==> src/rtl/pps_tick_gen.sv <==
// -----------------------------------------------------------------------------
// pps_tick_gen
// Programmable PPS / gate generator. Emits a one-cycle tick and a
// programmable-width pulse every period_q clocks, keeps a count of ticks
// issued, and accepts period/width updates that take effect only at a period
// start, so a running gate is never shortened or stretched part-way through.
//
// Ports
//   clk_i       clock (ps_clk domain)
//   rst_i       asynchronous active-high reset
//   en_i        run enable (level)
//   period_i    new period, sampled on cfg_wr_i
//   width_i     new pulse width, sampled on cfg_wr_i
//   cfg_wr_i    one-cycle configuration write strobe
//   cfg_ack_o   one-cycle pulse when the pending configuration becomes active
//   ext_pps_i   external alignment pulse (one cycle, already synchronised)
//   pps_o       pulse, high for width_q clocks from each period start
//   pps_flag_o  one-cycle tick at each period start
//   count_o     position within the current period
//   sec_o       number of ticks issued
//
// Build option
//   PPS_TICK_GEN_EXT_SYNC_EN : when defined, ext_pps_i in RUN forces a period
//   start on the next edge. When undefined, ext_pps_i is ignored.
// -----------------------------------------------------------------------------
module pps_tick_gen #(
   parameter int unsigned WIDTH          = 32,
   parameter int unsigned DEFAULT_PERIOD = 100000000,
   parameter int unsigned DEFAULT_PWIDTH = 1000,
   parameter int unsigned SEC_WIDTH      = 32
) (
   input  logic                 clk_i,
   input  logic                 rst_i,
   input  logic                 en_i,
   input  logic [WIDTH-1:0]     period_i,
   input  logic [WIDTH-1:0]     width_i,
   input  logic                 cfg_wr_i,
   output logic                 cfg_ack_o,
   input  logic                 ext_pps_i,
   output logic                 pps_o,
   output logic                 pps_flag_o,
   output logic [WIDTH-1:0]     count_o,
   output logic [SEC_WIDTH-1:0] sec_o
);

   typedef enum logic [0:0] {
      ST_IDLE = 1'b0,
      ST_RUN  = 1'b1
   } state_t;

   state_t                state_q, state_d;
   logic [WIDTH-1:0]      count_q, count_d;
   logic                  pps_q, pps_d;
   logic                  flag_q, flag_d;
   logic                  ack_q, ack_d;
   logic [SEC_WIDTH-1:0]  sec_q, sec_d;
   logic [WIDTH-1:0]      period_q, period_d;
   logic [WIDTH-1:0]      width_q, width_d;
   logic [WIDTH-1:0]      pend_period_q, pend_period_d;
   logic [WIDTH-1:0]      pend_width_q, pend_width_d;
   logic                  pending_q, pending_d;

   logic [WIDTH-1:0]      count_inc_s;
   logic                  wrap_s;
   logic                  ext_start_s;
   logic                  start_s;
   logic                  apply_s;
   logic [WIDTH-1:0]      eff_width_s;
   logic [WIDTH-1:0]      clamp_period_s;

   // A period shorter than 2 would leave no room for a low pulse phase.
   function automatic logic [WIDTH-1:0] clamp_period(input logic [WIDTH-1:0] p);
      if (p < WIDTH'(2)) begin
         return WIDTH'(2);
      end else begin
         return p;
      end
   endfunction

   // Width is kept below the period so pps_o always has at least one low cycle.
   function automatic logic [WIDTH-1:0] clamp_width(input logic [WIDTH-1:0] w,
                                                    input logic [WIDTH-1:0] p);
      if (w >= p) begin
         return p - WIDTH'(1);
      end else begin
         return w;
      end
   endfunction

   assign count_inc_s    = count_q + WIDTH'(1);
   assign wrap_s         = (count_q == (period_q - WIDTH'(1)));
   assign clamp_period_s = clamp_period(period_i);

`ifdef PPS_TICK_GEN_EXT_SYNC_EN
   // A pulse landing on count 0 would duplicate the start that just happened.
   assign ext_start_s = ext_pps_i && (count_q != {WIDTH{1'b0}});
`else
   logic unused_ext_s;
   assign unused_ext_s = ext_pps_i;
   assign ext_start_s  = 1'b0;
`endif

   // Next-state, period-start, config-apply and config-capture logic.
   always_comb begin
      state_d       = state_q;
      count_d       = count_q;
      pps_d         = pps_q;
      flag_d        = 1'b0;
      ack_d         = 1'b0;
      sec_d         = sec_q;
      period_d      = period_q;
      width_d       = width_q;
      pend_period_d = pend_period_q;
      pend_width_d  = pend_width_q;
      pending_d     = pending_q;
      start_s       = 1'b0;

      case (state_q)
         ST_IDLE: begin
            count_d = {WIDTH{1'b0}};
            pps_d   = 1'b0;
            if (en_i) begin
               state_d = ST_RUN;
               start_s = 1'b1;
            end else begin
               state_d = ST_IDLE;
            end
         end
         ST_RUN: begin
            if (!en_i) begin
               state_d = ST_IDLE;
               count_d = {WIDTH{1'b0}};
               pps_d   = 1'b0;
            end else if (wrap_s || ext_start_s) begin
               start_s = 1'b1;
            end else begin
               count_d = count_inc_s;
               pps_d   = (count_inc_s < width_q);
            end
         end
         default: begin
            state_d = ST_IDLE;
            count_d = {WIDTH{1'b0}};
            pps_d   = 1'b0;
         end
      endcase

      // pending_q is registered, so a write is never applied on its own capture edge.
      apply_s = pending_q && (start_s || (state_q == ST_IDLE));

      if (apply_s) begin
         period_d    = pend_period_q;
         width_d     = pend_width_q;
         ack_d       = 1'b1;
         eff_width_s = pend_width_q;
      end else begin
         eff_width_s = width_q;
      end

      if (start_s) begin
         count_d = {WIDTH{1'b0}};
         flag_d  = 1'b1;
         pps_d   = (eff_width_s != {WIDTH{1'b0}});
         sec_d   = sec_q + SEC_WIDTH'(1);
      end else begin
         sec_d   = sec_q;
      end

      // A write in the apply cycle becomes the new pending value; the ack belongs to the old one.
      if (cfg_wr_i) begin
         pend_period_d = clamp_period_s;
         pend_width_d  = clamp_width(width_i, clamp_period_s);
         pending_d     = 1'b1;
      end else if (apply_s) begin
         pending_d     = 1'b0;
      end else begin
         pending_d     = pending_q;
      end
   end

   // State and output registers.
   always_ff @(posedge clk_i or posedge rst_i) begin
      if (rst_i) begin
         state_q       <= ST_IDLE;
         count_q       <= {WIDTH{1'b0}};
         pps_q         <= 1'b0;
         flag_q        <= 1'b0;
         ack_q         <= 1'b0;
         sec_q         <= {SEC_WIDTH{1'b0}};
         period_q      <= WIDTH'(DEFAULT_PERIOD);
         width_q       <= WIDTH'(DEFAULT_PWIDTH);
         pend_period_q <= WIDTH'(DEFAULT_PERIOD);
         pend_width_q  <= WIDTH'(DEFAULT_PWIDTH);
         pending_q     <= 1'b0;
      end else begin
         state_q       <= state_d;
         count_q       <= count_d;
         pps_q         <= pps_d;
         flag_q        <= flag_d;
         ack_q         <= ack_d;
         sec_q         <= sec_d;
         period_q      <= period_d;
         width_q       <= width_d;
         pend_period_q <= pend_period_d;
         pend_width_q  <= pend_width_d;
         pending_q     <= pending_d;
      end
   end

   assign count_o    = count_q;
   assign pps_o      = pps_q;
   assign pps_flag_o = flag_q;
   assign cfg_ack_o  = ack_q;
   assign sec_o      = sec_q;

endmodule
==> config.mk <==
export PLATFORM = sky130hd
export DESIGN_NAME = pps_tick_gen
export DESIGN_NICKNAME = d
export VERILOG_FILES = /design/src/rtl/pps_tick_gen.sv
export SDC_FILE = /design/constraint.sdc
export NUM_CORES = 1
export LEC_CHECK = 0
export CAP_MARGIN = 25
export CORE_ASPECT_RATIO = 1.2
export CORE_UTILIZATION = 30
export CTS_CLUSTER_DIAMETER = 60
export DETAILED_ROUTE_END_ITERATION = 12
export RECOVER_POWER = 50
export SYNTH_ARGS = -nofsm -noshare
export SYNTH_HDL_FRONTEND = slang
export SYNTH_SLANG_ARGS = --single-unit
==> constraint.sdc <==
create_clock -name clk_i -period 8.55 [get_ports clk_i]
set_clock_uncertainty 0.1 [all_clocks]
set_input_delay 0.855 -clock clk_i [delete_from_list [all_inputs] [get_ports clk_i]]
set_output_delay 0.855 -clock clk_i [all_outputs]
set_load 0.02 [all_outputs]
==> key figures <==
Run status
  • Status: finished with violations
  • Failing checks: capacitance limit, slew limit

Synth
  • Mux contribution to synthesized area: 11.0%
  • Synth Area in XOR/XNOR: 9.70%
  • Net Count, Synth: 1,319
  • Post-synthesis compound-gate area fraction: 8.56%
  • Largest cells by area after synthesis: dfrtp_1 34%, dfstp_2 7.9%, ha_1 7.0%
  • Post-Syn Instances: about 1,200
  • Register area share after synthesis: between 40% and 50%
  • Yosys Warn Count: 0
  • Post-synth top area share: 33.5%
  • Largest area contributor in the netlist: dfrtp_1
  • FF+latch count, synth: around 200
  • Simple logic cell fraction of the synthesized area: 17.6%
  • Main combinational cell family by area after synthesis: simple AND/OR/NAND/NOR gates
  • Post-Synth Adder-Cell Area: 6.98%
  • Number of synthesized flops with an enable pin: 0
  • Main synth FF type: dfrtp_1
  • Average size of a mapped cell: 10.2 um2
  • Synthesized cell area: 12,000 um2
  • Async set-reset flop share out of synthesis: 100%
  • Count of unique library cells instantiated by Yosys: 70

Power
  • Power Total: between 2 and 3 mW
  • P_leak: 6.28 nW
  • VDD IR max: 0.000123 V
  • PD cells: 176 nW/um2

Clock tree
  • # hold bufs at CTS: 0
  • Htree depth: 4
  • Bufs on Longest Clock Path: 2
  • CTS tree: done
  • Post-CTS setup-driven buffer insertion count: 0
  • Clock edge transition at the registers on the reported setup and hold paths: around 80 ps
  • CTS buffer count: 17
  • Worst-Skew Late Latency: 450 ps
  • Clock root cell: clkbuf_16
  • Sinks on Clock Net: between 150 and 200
  • CTS resizes: 0

Setup path
  • CP max stage cell: clkbuf_1
  • RR Startpoint: period_q[2]$_DFFE_PP0N_
  • Critical path cell sequence: buf_2 -> clkbuf_1 -> clkinv_1 -> o22ai_2 -> a221oi_1
  • Top Family by Delay on Critical Path: buffers and inverters
  • Crit path max fanout: 74
  • Startpoint Class: primary input
  • CP Class: in2reg
  • Crit end category: register
  • Crit path DAT: 6630 ps
  • Buf+Inv Stages, Crit Path: 3
  • CP Launch Point: cfg_wr_i
  • Worst EP required: between 8000 and 9000 ps
  • Critical Path Max Stage Delay: 2710 ps

Floorplan
  • Die ar.: roughly 41,000 um2
  • Initial Util: 30.7%
  • Die width: around 180 um
  • Core Rows: 79
  • Die Y: around 220 um
  • IO Count: 136
  • Core ar.: 39,100 um2

Detailed routing
  • ANT nets after route: 0
  • Drt pass-1 iters: 5
  • Routed WL per cell: 17.7 um
  • Final WL: 32.5 mm
  • DR DRC count: 0
  • DR vias/cell: 5.08
  • Vias: 9,325
  • Initial DRC count: 572

Placement
  • Pre-CTS WS: 2080 ps
  • Routability congestion estimate: between 0.8 and 0.9
  • Detailed placement HPWL: ~25 mm
  • Placed Area: 13,900 um2
  • I/O Buffers: 134

Layout
  • Share of cells above drive strength 1: 11.2%
  • N_diodes: 0
  • Nets: about 1,400
  • Final instance area: 14,400 um2
  • P&R area growth vs syn: 20.1%
  • Commonest cells after routing, fill and taps aside: 161 x dfrtp_1, 124 x clkdlybuf4s50_1, 96 x inv_1
  • Most common cell after layout, fill and taps aside: dfrtp_1

STA
  • Worst-margin pin slew: 5440 ps
  • Slew HR: -264%
  • Fin worst setup slack: around 2100 ps
  • Max Slew Vio Count: 270
  • Fin crit share: 75.5%
  • Fmax: 0.155 GHz
  • Final setup viols: 0
  • Final hold violation count: 0
  • RSZ-0062 raised after global routing: no
  • Setup_tns: 0 ps
  • Clock period minus worst slack: 6460 ps
  • Final hold slack: 368 ps

Global route
  • Total grt overflow: 0
  • Total GRT Usage: 16.5%
  • Vias in the first global route: 9,138
  • Initial antenna violation count: 0
  • Largest net degree at the start of global routing: 122
  • First-pass GRT wire length: roughly 52 mm

Job
  • Max-Cap Viols: 3

Worst hold path
  • Hold_sp: sec_o[31]$_DFFE_PP0N_
  • Tightest Hold Check Type: reg2reg
## area by class of cell
type | instances | area (um2)
clock buffers | 18 | 439
well taps | 526 | 658
flip-flops and latches | 197 | 4970
repair buffers | 141 | 1380
clock inverters | 13 | 118
fillers | 3966 | 24700
inverters | 98 | 369
multi-input cells | 844 | 6490
## per-stage QoR
step / util (%) / cells
floorplan: - / 1183
global placement: 35.5 / 1805
detailed placement: 35.5 / 1805
CTS: 36.9 / 1836
global route: 36.9 / 1837
finish: 36.9 / 1837
## report_power, final
part,switching [mW],internal [mW],total (mW)
clock network,0.379,0.389,0.768
logic,0.266,0.261,0.528
registers,0.159,1.08,1.24
total,0.804,1.73,2.54
## state kept, by name, indices dropped and copies added, names as in the netlist
name / count
pps_o: 1
count_o: 32
pps_flag_o: 1
sec_o: 32
state_q: 1
pending_q: 1
cfg_ack_o: 1
pend_period_q: 32
width_q: 32
period_q: 32
pend_width_q: 32
## kinds of logic (layout without fill, tap and decap cells)
family,count (synthesis),in the layout
fa+ha+maj,67,67
xor+xnor,133,133
compound gates,135,135
simple gates,389,389
flops,197,197
buf+inv,142,270
mux,120,120
## Yosys cell counts, types with 5 or more instances
library cell / instances
dfstp_2: 36
nor3_1: 24
nand2b_1: 7
and3_1: 23
nand4_1: 33
a311oi_1: 5
or2_2: 5
a21oi_1: 13
nand4b_1: 6
o21ai_0: 18
nand3_1: 41
xor2_1: 39
nand2_1: 48
clkbuf_1: 30
mux2i_1: 25
dfrtp_1: 161
o221ai_1: 10
or4_1: 13
ha_1: 67
mux2_1: 38
a21o_1: 27
nor2b_1: 38
buf_1: 6
a221oi_1: 15
or3_1: 11
mux2_2: 57
inv_1: 97
nor2_1: 80
o21a_1: 6
nor4_1: 37
xnor2_1: 94
## routing by layer
layer  GRT usage, %  share of wire, %
met5              0                 0
met4           4.40               1.6
met3           2.07               3.1
met2           26.5                48
met1           23.2                47
## worst register-to-register path, stage by stage, from the launching register on
cell and delay, ps:
dfrtp_1 480, or4_1 800, or4_1 520, xor2_1 160
a2111oi_0 670, nand4b_1 390, o41ai_4 760, and2_0 790
nand4_1 230, xnor2_1 180
## final timing paths
kind	to	slack (ps)	cells after the start
worst min-delay path	sec_o[31]$_DFFE_PP0N_	370	1
min in group asynchronous	sec_o[4]$_DFFE_PP0N_	2450	2
worst max register to register	sec_o[20]$_DFFE_PP0N_	3370	9
worst max-delay path	pend_width_q[31]$_DFFE_PP0P_	2090	5
max in group asynchronous	period_q[12]$_DFFE_PP0N_	2410	4
worst min register to register	sec_o[31]$_DFFE_PP0N_	370	1
(Power assumes the default switching activity.)
==> variant (same settings) <==
The option `PPS_TICK_GEN_EXT_SYNC_EN` is turned on by a define.
--- a/src/rtl/pps_tick_gen.sv
+++ b/src/rtl/pps_tick_gen.sv
@@ -25,2 +25,4 @@
 // -----------------------------------------------------------------------------
+`define PPS_TICK_GEN_EXT_SYNC_EN
+
 module pps_tick_gen #(
Formal check against the unedited RTL: not equivalent (Yosys sat finds a counterexample within 4 cycles, from zero or initial values and one cycle with rst_i high).
==> variant against the original RTL <==
The flow still finishes with violations (capacitance limit, slew limit); power rose by 8.2%; wire length up 2.4%; count of clock-buffer cells in the layout up 1; cell area is 0.56% higher; hold slack improved by 0.0042 ns; setup slack improved by 0.23 ns; area after synthesis up 0.13%; sequential cell count unchanged; clock power increased by 10%; largest cell class unchanged; highest routed layer unchanged.
==> variant: results (changes against the original RTL) <==
| Metric | Value |
|---|---|
| Sequential area share after synthesis | 41.4% (about the same) |
| Place WS | 2.51 ns (was 2.08 ns) |
| Flop2flop setup slack | 3.88 ns (was 3.37 ns) |
| GPL Wtd Cong | 0.901 (was 0.856) |
| Reg2reg start | period_q[0] (was period_q[2]) |
| Largest net degree at the start of global routing | 139 (was 122) |
| Flop+latch power | 1.28 mW (was 1.24 mW) |
| Number of global-route vias before repair | 9416 (was 9138) |
| Max Cap Violations | 2 (was 3) |
| Initial DRC count | 568 (was 572) |
| NumNets Final | 1424 (was 1435) |
| Max-slew headroom | -171% (was -264%) |
| Post-synthesis adder-cell area fraction | 7.08% (was 6.98%) |
| Failing checks | capacitance limit, slew limit (unchanged) |
| FF-to-FF End | period_q[4] (was sec_o[20]) |
| Final HPWL DP | 26100 um (was 25400 um) |
| Most frequent cells after synthesis | dfrtp_1 (161), xnor2_1 (93), inv_1 (80) (was dfrtp_1 (161), inv_1 (97), xnor2_1 (94)) |
| Worst hold endpoint | sec_o[31] (unchanged) |
| Worst path top cell family by delay | buffers and inverters (unchanged) |
| Buffers added on ports | 135 (was 134) |
| All-Layer GR Usage | 16.6% (was 16.5%) |
| Max stage delay on crit path | 2.84 ns (was 2.71 ns) |
| FF-to-FF path depth | 11 (was 9) |
| P_comb | 0.622 mW (was 0.528 mW) |
| Initial antenna violation count | 1 (was 0) |
| Fraction of layout cells with a size suffix above 1 | 12.9% (was 11.2%) |
| Leakage | 6.48 nW (was 6.28 nW) |
| Pre-antenna DRT Iters | 6 (was 5) |
| CP Max Fanout | 90 (was 74) |
| Status | finished with violations (unchanged) |
| Compound-Gate Fraction of Synth Area | 9.63% (was 8.56%) |
| Vias/cell | 5.13 (was 5.08) |
| # fillers | 3957 (was 3966) |
| Mapped Nets | 1309 (was 1319) |
| Routed length per placed instance | 18.2 um (was 17.7 um) |
| Yosys cell types | 64 (was 70) |
| # H-tree levels | 4 (unchanged) |
| Global-route wire length before repair | 53000 um (was 52400 um) |
| Area contributors post-synth | dfrtp_1 (34%), dfstp_2 (7.9%), ha_1 (7.1%) (was dfrtp_1 (34%), dfstp_2 (7.9%), ha_1 (7.0%)) |
| Cell-internal power | 1.88 mW (was 1.73 mW) |
| Critical Path AT | 6.42 ns (was 6.63 ns) |
| Max VDD drop | 146 uV (was 123 uV) |
| Final Critical Period | 6.23 ns (was 6.46 ns) |
| Hold_ws | 0.372 ns (was 0.368 ns) |
| Mux cell area share after synthesis | 10.8% (was 11.0%) |
| Synth Area in XOR/XNOR | 8.96% (was 9.70%) |
| Final Max Tran Viols | 152 (was 270) |
variant: changes by cell type in the layout (fill, tap and decap cells not counted), sizes merged, moves of 16 or more:
cell	delta
nand2	+16
o32ai	+18
clkdlybuf4s50	-35
dlygate4sd3	+36
nor2	-35
o211ai	+17
nor2b	-27
and3	+31
inv	-18
a21oi	+22
mux2i	-22
variant: through the flow:
stage | cells | area [um2] | total power, mW
floorplan | 1172 | 12000 | 1.67
global placement | 1791 | 13900 | 1.90
detailed placement | 1793 | 13900 | 1.92
CTS | 1824 | 14500 | 2.77
global route | 1825 | 14500 | 2.88
finish | 1826 | 14500 | 2.74
variant: area by class of cell:
class / count / share of cell area, %
repair buffers: 143 / 9.89
flip-flops and latches: 197 / 34.3
diodes: 1 / 0.0173
clock inverters: 12 / 1.19
inverters: 80 / 2.08
clock buffers: 19 / 2.98
well taps: 526 / 4.54
multi-input cells: 848 / 45.0
variant: per-layer routing:
layer | vias up | wire length [um] | share of wire, % | global-route usage, %
li1 | 4489 | - | - | -
met1 | 4568 | 15500 | 46 | 22.1
met2 | 256 | 15800 | 47 | 27.3
met3 | 52 | 1000 | 3.0 | 2.07
met4 | 0 | 1060 | 3.2 | 6.61
met5 | - | 0 | 0 | 0
variant: logic make-up after synthesis:
kind of cell | after synthesis
mux | 99
simple gates | 387
fa+ha+maj | 68
xor+xnor | 123
buf+inv | 127
flops | 197
compound gates | 171
variant: worst max path at each step:
stage                      start  slack, ns  cells after the start                to
floorplan                  rst_i       2.29                      1         cfg_ack_o
global placement    period_i[23]       2.43                     19   pend_width_q[5]
CTS                 period_i[23]       2.99                     19  pend_width_q[21]
finish                  cfg_wr_i       2.32                      5  pend_width_q[15]
global route            cfg_wr_i       1.79                      5  pend_width_q[20]
detailed placement  period_i[23]       2.51                     19  pend_width_q[21]
